===== src/rtl/rx_frame_receiver_pkg.sv =====
// Shared definitions for the 7-bit serial link: receiver FSM states, frame
// geometry and the even-parity rule used on both ends of the line.
package rx_frame_receiver_pkg;

    localparam int DATA_BITS  = 7;
    localparam int FRAME_BITS = 10;

    typedef enum logic [2:0] {
        S_IDLE      = 3'd0,
        S_PARITY    = 3'd1,
        S_DATA      = 3'd2,
        S_STOP      = 3'd3,
        S_WAIT_IDLE = 3'd4
    } rx_state_t;

    function automatic logic even_parity(input logic [DATA_BITS-1:0] data);
        return ^data;
    endfunction

endpackage


===== src/rtl/rx_frame_receiver.sv =====
// Deframes start, parity, 7 data bits (LSB first) and stop, one line bit per
// clk, and presents each word on a valid/ack holding register with status.
module rx_frame_receiver
    import rx_frame_receiver_pkg::*;
#(
    parameter logic START_SIG = 1'b0
) (
    input  logic                 clk,
    input  logic                 rstN,
    input  logic                 s_in,
    input  logic                 data_ack,
    output logic [DATA_BITS-1:0] data_out,
    output logic                 data_valid,
    output logic                 parity_err,
    output logic                 frame_err,
    output logic                 overrun,
    output logic                 busy
);

    localparam logic IDLE_LVL = ~START_SIG;
    localparam logic [2:0] LAST_IDX = 3'(DATA_BITS - 1);

    rx_state_t            state;
    rx_state_t            state_next;
    logic                 load;
    logic [2:0]           bit_idx;
    logic [DATA_BITS-1:0] shift;
    logic                 par_bit;

    always_ff @(posedge clk or negedge rstN) begin
        if (!rstN) begin
            state <= S_IDLE;
        end else begin
            // NOTE: state and datapath registers use non-blocking assignments so
            // every flop samples pre-edge values regardless of block order.
            state <= state_next;
        end
    end

    always_comb begin
        // NOTE: defaults first so no path through the case leaves a latch.
        state_next = state;
        load       = 1'b0;
        unique case (state)
            S_IDLE:      if (s_in == START_SIG) state_next = S_PARITY;
            S_PARITY:    state_next = S_DATA;
            S_DATA:      if (bit_idx == LAST_IDX) state_next = S_STOP;
            S_STOP: begin
                load       = 1'b1;
                state_next = (s_in == IDLE_LVL) ? S_IDLE : S_WAIT_IDLE;
            end
            // A stuck-low line must return to idle before a new start is seen.
            S_WAIT_IDLE: if (s_in == IDLE_LVL) state_next = S_IDLE;
            default:     state_next = S_IDLE;
        endcase
    end

    always_ff @(posedge clk or negedge rstN) begin
        if (!rstN) begin
            bit_idx <= '0;
            shift   <= '0;
            par_bit <= 1'b0;
        end else begin
            if (state == S_PARITY) begin
                par_bit <= s_in;
                bit_idx <= '0;
            end
            if (state == S_DATA) begin
                shift[bit_idx] <= s_in;
                if (bit_idx != LAST_IDX) bit_idx <= bit_idx + 3'd1;
            end
        end
    end

    // Holding register: a load always wins over an ack in the same edge.
    always_ff @(posedge clk or negedge rstN) begin
        if (!rstN) begin
            data_out   <= '0;
            data_valid <= 1'b0;
            parity_err <= 1'b0;
            frame_err  <= 1'b0;
            overrun    <= 1'b0;
        end else if (load) begin
            data_out   <= shift;
            parity_err <= even_parity(shift) != par_bit;
            frame_err  <= s_in != IDLE_LVL;
            data_valid <= 1'b1;
            overrun    <= data_valid && !data_ack;
        end else if (data_ack && data_valid) begin
            data_valid <= 1'b0;
            overrun    <= 1'b0;
        end
    end

    assign busy = (state != S_IDLE);

endmodule


===== config.mk =====
export PLATFORM = sky130hd
export DESIGN_NAME = rx_frame_receiver
export DESIGN_NICKNAME = d
export VERILOG_FILES = /design/src/rtl/rx_frame_receiver_pkg.sv /design/src/rtl/rx_frame_receiver.sv
export SDC_FILE = /design/constraint.sdc
export NUM_CORES = 1
export LEC_CHECK = 0
export BUFFER_PORTS_ARGS = -buffer_cell sky130_fd_sc_hd__buf_2
export CORE_MARGIN = 2
export CORE_UTILIZATION = 55
export DETAILED_ROUTE_END_ITERATION = 8
export GPL_TIMING_DRIVEN = 0
export PLACE_DENSITY = 0.74
export SLEW_MARGIN = 0
export SYNTH_ARGS = -nofsm -noshare
export SYNTH_HDL_FRONTEND = slang
export SYNTH_SLANG_ARGS = --single-unit

===== constraint.sdc =====
create_clock -name clk -period 2.7 [get_ports clk]
set_input_delay 0.135 -clock clk [delete_from_list [all_inputs] [get_ports clk]]
set_output_delay 0.135 -clock clk [all_outputs]
set_load 0.005 [all_outputs]

==> impl_metrics.tcl, run 1 <==
set metrics [dict create \
    result_of_the_run "finished clean" \
    detail_route.wirelength.met1_um 925 \
    cts_root_buf "sky130_fd_sc_hd__clkbuf_4" \
    design.core.area_sq_um 2150 \
    startpoint_type "register" \
    instances_no_fill 152 \
    fin_ws_ps 1070 \
    worst_pin_slew_ps 548 \
    io_pins 16 \
    cts.path.max_buffers 2 \
    postSynthCellCount 103 \
    met2RoutedLength_um 991 \
    critical-path-top-cell-by-count "sky130_fd_sc_hd__buf_2" \
    tritoncts "yes" \
    cts_post_setup_buffers_inserted 0 \
    critPathArrivalTime_ps 1490 \
    placed_cells_incl_taps 146 \
    grt_max_degree 26 \
    detail_route.first_pass.iterations 6 \
    hold_violations 0 \
    grt_pass1_vias 785 \
    final_period_util 0.603 \
    worst_path_max_delay_cell "sky130_fd_sc_hd__dfrtp_1" \
    worst_path_dominant_cell_family "flip-flops" \
    setup.worst_path.end_class "output pin" \
    global_route_wire_length_before_repair_um 3510 \
    seq_area_frac_synth 0.510 \
    starting_density 0.571 \
    detail-route-antenna-nets 0 \
    insertion_delay_ps 320 \
    hp_class "in2reg" \
    synth_ff_type "sky130_fd_sc_hd__dfrtp_1" \
    clkSinkCount 25 \
    cap_violations 0 \
    first_iter_violations 12 \
    route.final.wire_length_um 2040 \
    htreeDepth 1 \
    finalMaxSlewViolations 0 \
    syn-cell-area_sq_um 1230 \
    setup_viol 0 \
    clk_pin_slew_worst_paths_ps 120 \
    total_die_area_sq_um 2620 \
    setup-tns-final_ps 0 \
    synth_nets 109 \
    nets 131 \
    synth_seq_cells 25 \
    num_vias 849 \
    fillerInstances 186 \
    antenna-diode-count 0 \
    vdd_drop_max_mv 0.707 \
    worst_clock_skew_ps 3.54 \
    grt_remaining_overflow 0 \
    final_cell_area_sq_um 1380 \
    synth_enable_flop_cells 0 \
    worst-path-max-fanout 10 \
    topRoutingLayerUsed "met4" \
    overall_global_routing_usage 0.184 \
    route.detailed.wl_per_inst_um 13.4 \
    async_flop_share 1.00 \
    routed-wl-met3_um 59 \
    layout-drive-gt1-share 0.339 \
    dp_hpwl_um 1430 \
    slew_headroom 0.634 \
    series_of_cell_instances_along_the_critical_path "buf_2 > or3_1 > buf_2" \
    finalWeightedCongestion 0.821 \
    port-buffer-count 15 \
    p_leak_nw 0.651 \
    die_height_um 51.2 \
    die_x_um 51.2 \
    setup_repair_after_global_routing_missed_its_margin "no" \
    yosysWarningCount 0 \
    timing.critical_path.required_ps 2570 \
    core.rowCount 17 \
    cp.buffers_inverters 2 \
    via_per_inst 5.59 \
    remaining_drc_errors 0 \
    placed_cell_area_sq_um 1340 \
    cts-buffers-inserted 3 \
    post-place-ws_ps 1240 \
    total_power_per_unit_cell_area_nw_per_um2 1200 \
    crit_path_max_incr_delay_ps 460 \
    syn-mean-instance-area_sq_um 11.9 \
    max_freq_mhz 614 \
    worst-setup-path-type "reg2out" \
    grt_antenna_before_repair 0 \
    area_growth_pct 12.8 \
    synth.distinct_cells 29 \
    fin_crit_ps 1630 \
]
## logic make-up after synthesis
family | share of synthesized area
xor+xnor | 0.0571
mux | 0.169
simple gates | 0.146
flops | 0.510
compound gates | 0.0663
buf+inv | 0.0306
fa+ha+maj | 0.0204
## final timing paths
path                            start     endpoint  slack [ps]  cells after the start
min in group asynchronous        rstN  data_out[6]         320                      2
max reg2reg                bit_idx[0]   bit_idx[1]        1220                      6
max                          state[1]         busy        1070                      3
min reg2reg                 frame_err    frame_err         490                      2
max in group asynchronous        rstN     state[0]        2020                      2
min                              s_in     state[0]         160                      4
## placed cells by master (no fill, tap or decap), drive strengths merged, types with 3 or more instances in the layout
cell type	synthesis	routed
a21oi	5	5
buf	4	19
clkbuf	1	5
dfrtp	25	25
mux2	15	15
nand2	11	11
nand4	3	3
nor2	6	6
o21ai	5	5
xnor2	8	8
## per-layer routing
metal	vias up	track usage
li1	403	-
met1	412	0.234
met2	23	0.301
met3	11	0.0263
met4	0	0.105
met5	-	0
## where the power goes
part	total (W)	switching [W]	internal [W]
clock network	0.000163	0.000105	0.0000578
registers	0.000698	0.000149	0.000549
logic	0.000805	0.000345	0.000459
total	0.00167	0.000599	0.00107
## tightest hold or removal path, stage by stage
cell,delay [ps]
sky130_fd_sc_hd__buf_2,90
sky130_fd_sc_hd__nor2_1,40
sky130_fd_sc_hd__a31oi_1,130
sky130_fd_sc_hd__nor3_1,50
## repair_timing
| action | CTS | global route |
|---|---|---|
| gates resized for setup | 0 | 0 |
| hold buffers | 2 | 0 |
| hold endpoints to repair | 26 | 0 |
## flip-flops by register name (all words and copies together) (netlist names)
| signal | count |
|---|---|
| bit_idx | 3 |
| frame_err | 1 |
| data_out | 7 |
| state | 3 |
| overrun | 1 |
| parity_err | 1 |
| data_valid | 1 |
| shift | 7 |
| par_bit | 1 |
## through the flow
step            util  hold slack [ps]  total power [W]
2_1_floorplan      -             -161          0.00131
3_3_place_gp   0.622              145          0.00149
3_5_place_dp   0.622              159          0.00152
4_1_cts        0.644              147          0.00168
5_1_grt        0.644              192          0.00181
6_report       0.644              157          0.00167
## synth_stat cells (all sizes together), types with 3 or more instances
cell,count,share of area
dfrtp,25,0.51
mux2,15,0.15
nand2,11,0.040
xnor2,8,0.057
nor2,6,0.024
a21oi,5,0.020
o21ai,5,0.020
buf,4,0.021
nand4,3,0.015
## layout make-up
class,count,area (sq um),area share
sequential,25,626,0.452
multi-input combinational,71,563,0.407
timing repair buffer,17,95.1,0.0688
tap,28,35.0,0.0253
buffer,5,30.0,0.0217
clock buffer,4,26.3,0.0190
inverter,2,7.51,0.00543
(Power assumes the default switching activity.)
==> run 2: changes to the inputs <==
==> constraint.sdc (replaced) <==
create_clock -name clk -period 1.5 [get_ports clk]
set_input_delay 0.075 -clock clk [delete_from_list [all_inputs] [get_ports clk]]
set_output_delay 0.075 -clock clk [all_outputs]
set_load 0.005 [all_outputs]
==> run 2 against run 1 <==
Effect of this change: largest cell class unchanged; core utilization rose by 1.4 points; register-to-register slack worse by 1200 ps; largest power group unchanged; final cell count rose by 1.3%; clock power increased by 81%; critical endpoint unchanged; routed wire length is 3.2% higher.
==> impl_metrics.tcl, run 2 (same netlist as run 1, synthesis figures left out) <==
set metrics [dict create \
    route.final.wire_length_um 2110 \
    route.detailed.wl_per_inst_um 13.7 \
    grt_antenna_before_repair 0 \
    instances_no_fill 154 \
    final_period_util 0.969 \
    worst-setup-path-type "reg2out" \
    worst_clock_skew_ps 4.14 \
    placed_cells_incl_taps 146 \
    total_die_area_sq_um 2620 \
    timing.critical_path.required_ps 1420 \
    largestRegisters "data_out x7, shift x7" \
    worst_pin_slew_ps 547 \
    io_pins 16 \
    cts-buffers-inserted 3 \
    starting_density 0.571 \
    remaining_drc_errors 0 \
    clkSinkCount 25 \
    area_growth_pct 15.2 \
    first_iter_violations 4 \
    clk_pin_slew_worst_paths_ps 120 \
    global_route_wire_length_before_repair_um 3550 \
    grt_remaining_overflow 0 \
    cap_violations 0 \
    fillerInstances 181 \
    mostFrequentLayoutCell "sky130_fd_sc_hd__dfrtp_1" \
    tritoncts "yes" \
    crit_path_max_incr_delay_ps 420 \
    grt_max_degree 26 \
    p_leak_nw 0.661 \
    vdd_drop_max_mv 1.22 \
    die_x_um 51.2 \
    setup_viol 0 \
    multi_input_gate_area_sq_um 567 \
    slew_headroom 0.635 \
    core.rowCount 17 \
    htreeDepth 1 \
    fin_crit_ps 1450 \
    worst-path-max-fanout 10 \
    critPathArrivalTime_ps 1380 \
    num_vias 823 \
    worst_path_max_delay_cell "sky130_fd_sc_hd__dfrtp_2" \
    die_height_um 51.2 \
    setup_repair_after_global_routing_missed_its_margin "yes" \
    finalWeightedCongestion 0.821 \
    overall_global_routing_usage 0.187 \
    via_per_inst 5.34 \
    max_freq_mhz 688 \
    layout-drive-gt1-share 0.373 \
    grt_pass1_vias 806 \
    detail_route.first_pass.iterations 4 \
    layout.cells.most_common_list "sky130_fd_sc_hd__dfrtp_1 (23), sky130_fd_sc_hd__buf_2 (16), sky130_fd_sc_hd__nand2_1 (10), sky130_fd_sc_hd__mux2_2 (10), sky130_fd_sc_hd__xnor2_1 (8)" \
    nets 133 \
    layout.core_utilization 0.658 \
    hp_class "in2reg" \
    dp_hpwl_um 1430 \
    insertion_delay_ps 320 \
    hold_violations 0 \
    antenna-diode-count 0 \
    total_power_per_unit_cell_area_nw_per_um2 2180 \
    cts_root_buf "sky130_fd_sc_hd__clkbuf_4" \
    detail-route-antenna-nets 0 \
    cts.path.max_buffers 2 \
    result_of_the_run "finished clean" \
    series_of_cell_instances_along_the_critical_path "buf_4 > or3_1 > buf_2" \
    design.core.area_sq_um 2150 \
    total_power_w 0.00308 \
    whs_ps 95.4 \
    layout.area.seq_sq_um 628 \
    worst_path_dominant_cell_family "flip-flops" \
    finalMaxSlewViolations 0 \
    startpoint_type "register" \
    setup.worst_path.end_class "output pin" \
    cp.buffers_inverters 2 \
    port-buffer-count 15 \
]
==> run 2: worst min-delay path: stages <==
cell                      delay, ps
sky130_fd_sc_hd__buf_2           90
sky130_fd_sc_hd__nor2_1          40
sky130_fd_sc_hd__a31oi_1        130
sky130_fd_sc_hd__nor3_1          50
==> run 2: repair_timing <==
action | in CTS | in global routing
hold buffers | 2 | 0
setup endpoints to repair | 1 | 2
cloned | 0 | 0
endpoints found under the hold margin | 27 | 0
pin swaps | 0 | 0
setup buffers | 2 | 0
gates resized for setup | 1 | 7
==> run 2: cell type report <==
type | count | area share
flip-flops and latches | 25 | 0.445
multi-input cells | 71 | 0.401
repair buffers | 19 | 0.0779
plain buffers | 5 | 0.0275
well taps | 28 | 0.0248
clock buffers | 4 | 0.0186
inverters | 2 | 0.00531
==> run 2: power by group <==
group | internal (W) | switching, W | total, W
sequential | 0.000992 | 0.000244 | 0.00124
combinational | 0.000883 | 0.000666 | 0.00155
clock | 0.000104 | 0.000191 | 0.000295
==> run 2: metal layers <==
layer | global-route usage | wire length, um | vias to the layer above | part of all wire
met5 | 0 | 0 | - | 0
met2 | 0.312 | 1080 | 13 | 0.51
met3 | 0.0263 | 46 | 4 | 0.022
met4 | 0.105 | 40 | 0 | 0.019
met1 | 0.233 | 940 | 400 | 0.45
li1 | - | - | 406 | -
==> run 2: worst paths after layout <==
| check | from | to | slack (ps) | cells past startpoint |
|---|---|---|---|---|
| hold reg to reg | frame_err | frame_err | 490 | 2 |
| setup reg to reg | state[0] | shift[6] | 70 | 5 |
| min in group asynchronous | rstN | data_out[6] | 260 | 2 |
| setup / recovery | state[0] | busy | 50 | 3 |
| max in group asynchronous | rstN | state[0] | 850 | 2 |
| hold / removal | s_in | state[0] | 100 | 4 |
==> run 2: stage by stage <==
stage | setup TNS [ps] | instance area, sq um | worst slack, ps
2_1_floorplan | 0 | 1230 | 196
3_3_place_gp | 0 | 1340 | 90.7
3_5_place_dp | 0 | 1340 | 40.7
4_1_cts | 0 | 1400 | 9.01
5_1_grt | -2.92 | 1410 | -2.92
6_report | 0 | 1410 | 47.0
==> run 3: changes to the inputs <==
--- a/config.mk
+++ b/config.mk
@@ -8,6 +8,7 @@
 export BUFFER_PORTS_ARGS = -buffer_cell sky130_fd_sc_hd__buf_2
 export CORE_MARGIN = 2
 export CORE_UTILIZATION = 55
+export CTS_BUF_LIST = sky130_fd_sc_hd__clkbuf_2
 export DETAILED_ROUTE_END_ITERATION = 8
 export GPL_TIMING_DRIVEN = 0
 export PLACE_DENSITY = 0.74
==> run 3 against run 2 <==
Effect of this change: sequential share of layout area decreased by 0.34 points; highest routed layer unchanged; critical endpoint unchanged; sequential power about the same; worst hold slack got worse by 46 ps; global-route usage decreased by 0.13 points; clock skew increased by 2.2 ps; worst setup slack improved by 9.6 ps; largest cell class unchanged.
==> impl_metrics.tcl, run 3 (same netlist as run 1, synthesis figures left out) <==
set metrics [dict create \
    whs_ps 49.6 \
    timing.critical_path.required_ps 1420 \
    startpoint_type "register" \
    layout.core_utilization 0.664 \
    port-buffer-count 15 \
    cts-buffers-inserted 3 \
    grt_max_degree 26 \
    worst_clock_skew_ps 6.34 \
    grt_remaining_overflow 0 \
    detail-route-antenna-nets 0 \
    result_of_the_run "finished clean" \
    starting_density 0.571 \
    dp_hpwl_um 1430 \
    finalMaxSlewViolations 0 \
    cts.path.max_buffers 2 \
    htreeDepth 1 \
    die_x_um 51.2 \
    worst-setup-path-type "reg2out" \
    layout.cells.most_common_list "sky130_fd_sc_hd__dfrtp_1 (22), sky130_fd_sc_hd__buf_2 (16), sky130_fd_sc_hd__nand2_1 (10), sky130_fd_sc_hd__mux2_2 (10), sky130_fd_sc_hd__xnor2_1 (8)" \
    io_pins 16 \
    tritoncts "yes" \
    first_iter_violations 12 \
    num_vias 846 \
    fin_crit_ps 1440 \
    grt_antenna_before_repair 0 \
    grt_pass1_vias 801 \
    worst-path-max-fanout 3 \
    via_per_inst 5.39 \
    vdd_drop_max_mv 1.22 \
    hold_violations 0 \
    antenna-diode-count 0 \
    overall_global_routing_usage 0.186 \
    layout-drive-gt1-share 0.395 \
    max_freq_mhz 693 \
    final_period_util 0.962 \
    fin_ws_ps 56.6 \
    largestRegisters "data_out x7, shift x7" \
    total_power_per_unit_cell_area_nw_per_um2 2160 \
    route.detailed.wl_per_inst_um 13.2 \
    setup_repair_after_global_routing_missed_its_margin "yes" \
    setup.worst_path.end_class "output pin" \
    setup_viol 0 \
    die_height_um 51.2 \
    detail_route.first_pass.iterations 4 \
    design.core.area_sq_um 2150 \
    total_die_area_sq_um 2620 \
    slew_headroom 0.637 \
    critPathArrivalTime_ps 1370 \
    post-place-ws_ps 40.7 \
    cts_root_buf "sky130_fd_sc_hd__clkbuf_2" \
    hold_start "s_in" \
    area_growth_pct 16.3 \
    r2r_start "state[0]" \
    global_route_wire_length_before_repair_um 3550 \
    hp_class "in2reg" \
    remaining_drc_errors 0 \
    mostFrequentLayoutCell "sky130_fd_sc_hd__dfrtp_1" \
    clk_pin_slew_worst_paths_ps 210 \
    p_leak_nw 0.675 \
    core.rowCount 17 \
    nets 136 \
    finalWeightedCongestion 0.821 \
    insertion_delay_ps 340 \
    route.final.wire_length_um 2080 \
    clkSinkCount 25 \
    cp-startpoint "state[0]" \
    total_power_w 0.00308 \
    cap_violations 0 \
    worst_pin_slew_ps 544 \
]
-- run 3: layout make-up --
type	instances	area [sq um]
timing repair buffer	23	140
fill	182	722
buffer	4	31.3
inverter	2	7.51
tap	28	35.0
clock buffer	4	20.0
multi-input combinational	71	563
sequential	25	629
-- run 3: per-stage QoR --
| step | instances | TNS (ps) | area (sq um) |
|---|---|---|---|
| after floorplan | 103 | 0 | 1230 |
| after global placement | 146 | 0 | 1340 |
| after detailed placement | 146 | 0 | 1340 |
| after CTS | 155 | 0 | 1410 |
| after global routing | 157 | -7.04 | 1430 |
| final | 157 | 0 | 1430 |
-- run 3: path summary, 6_finish.rpt --
kind	endpoint	slack [ps]	cells after the start
setup / recovery	busy	60	3
hold / removal	state[0]	50	4
setup reg to reg	shift[6]	60	5
hold reg to reg	frame_err	510	2
max in group asynchronous	state[0]	900	2
min in group asynchronous	data_out[6]	210	2
-- run 3: layer usage --
| layer | share of wire | global-route usage |
|---|---|---|
| met2 | 0.50 | 0.310 |
| met3 | 0.026 | 0.0263 |
| met5 | 0 | 0 |
| met1 | 0.45 | 0.236 |
| met4 | 0.019 | 0.0921 |
-- run 3: critical path, cell delays in order, from the launching register on --
cell,delay (ps)
sky130_fd_sc_hd__dfrtp_2,450
sky130_fd_sc_hd__buf_6,120
sky130_fd_sc_hd__or3_1,330
sky130_fd_sc_hd__buf_2,130
-- run 3: where the power goes --
part | switching (W) | internal (W)
logic | 0.000676 | 0.000919
clock network | 0.000190 | 0.0000705
registers | 0.000235 | 0.000991
total | 0.00110 | 0.00198
-- run 3: timing repair --
item | 4_1_cts | 5_1_grt
hold buffers | 2 | 0
resized for setup | 5 | 2
buffers inserted | 3 | 3
endpoints found under the setup margin | 1 | 2
hold endpoints to repair | 27 | 0
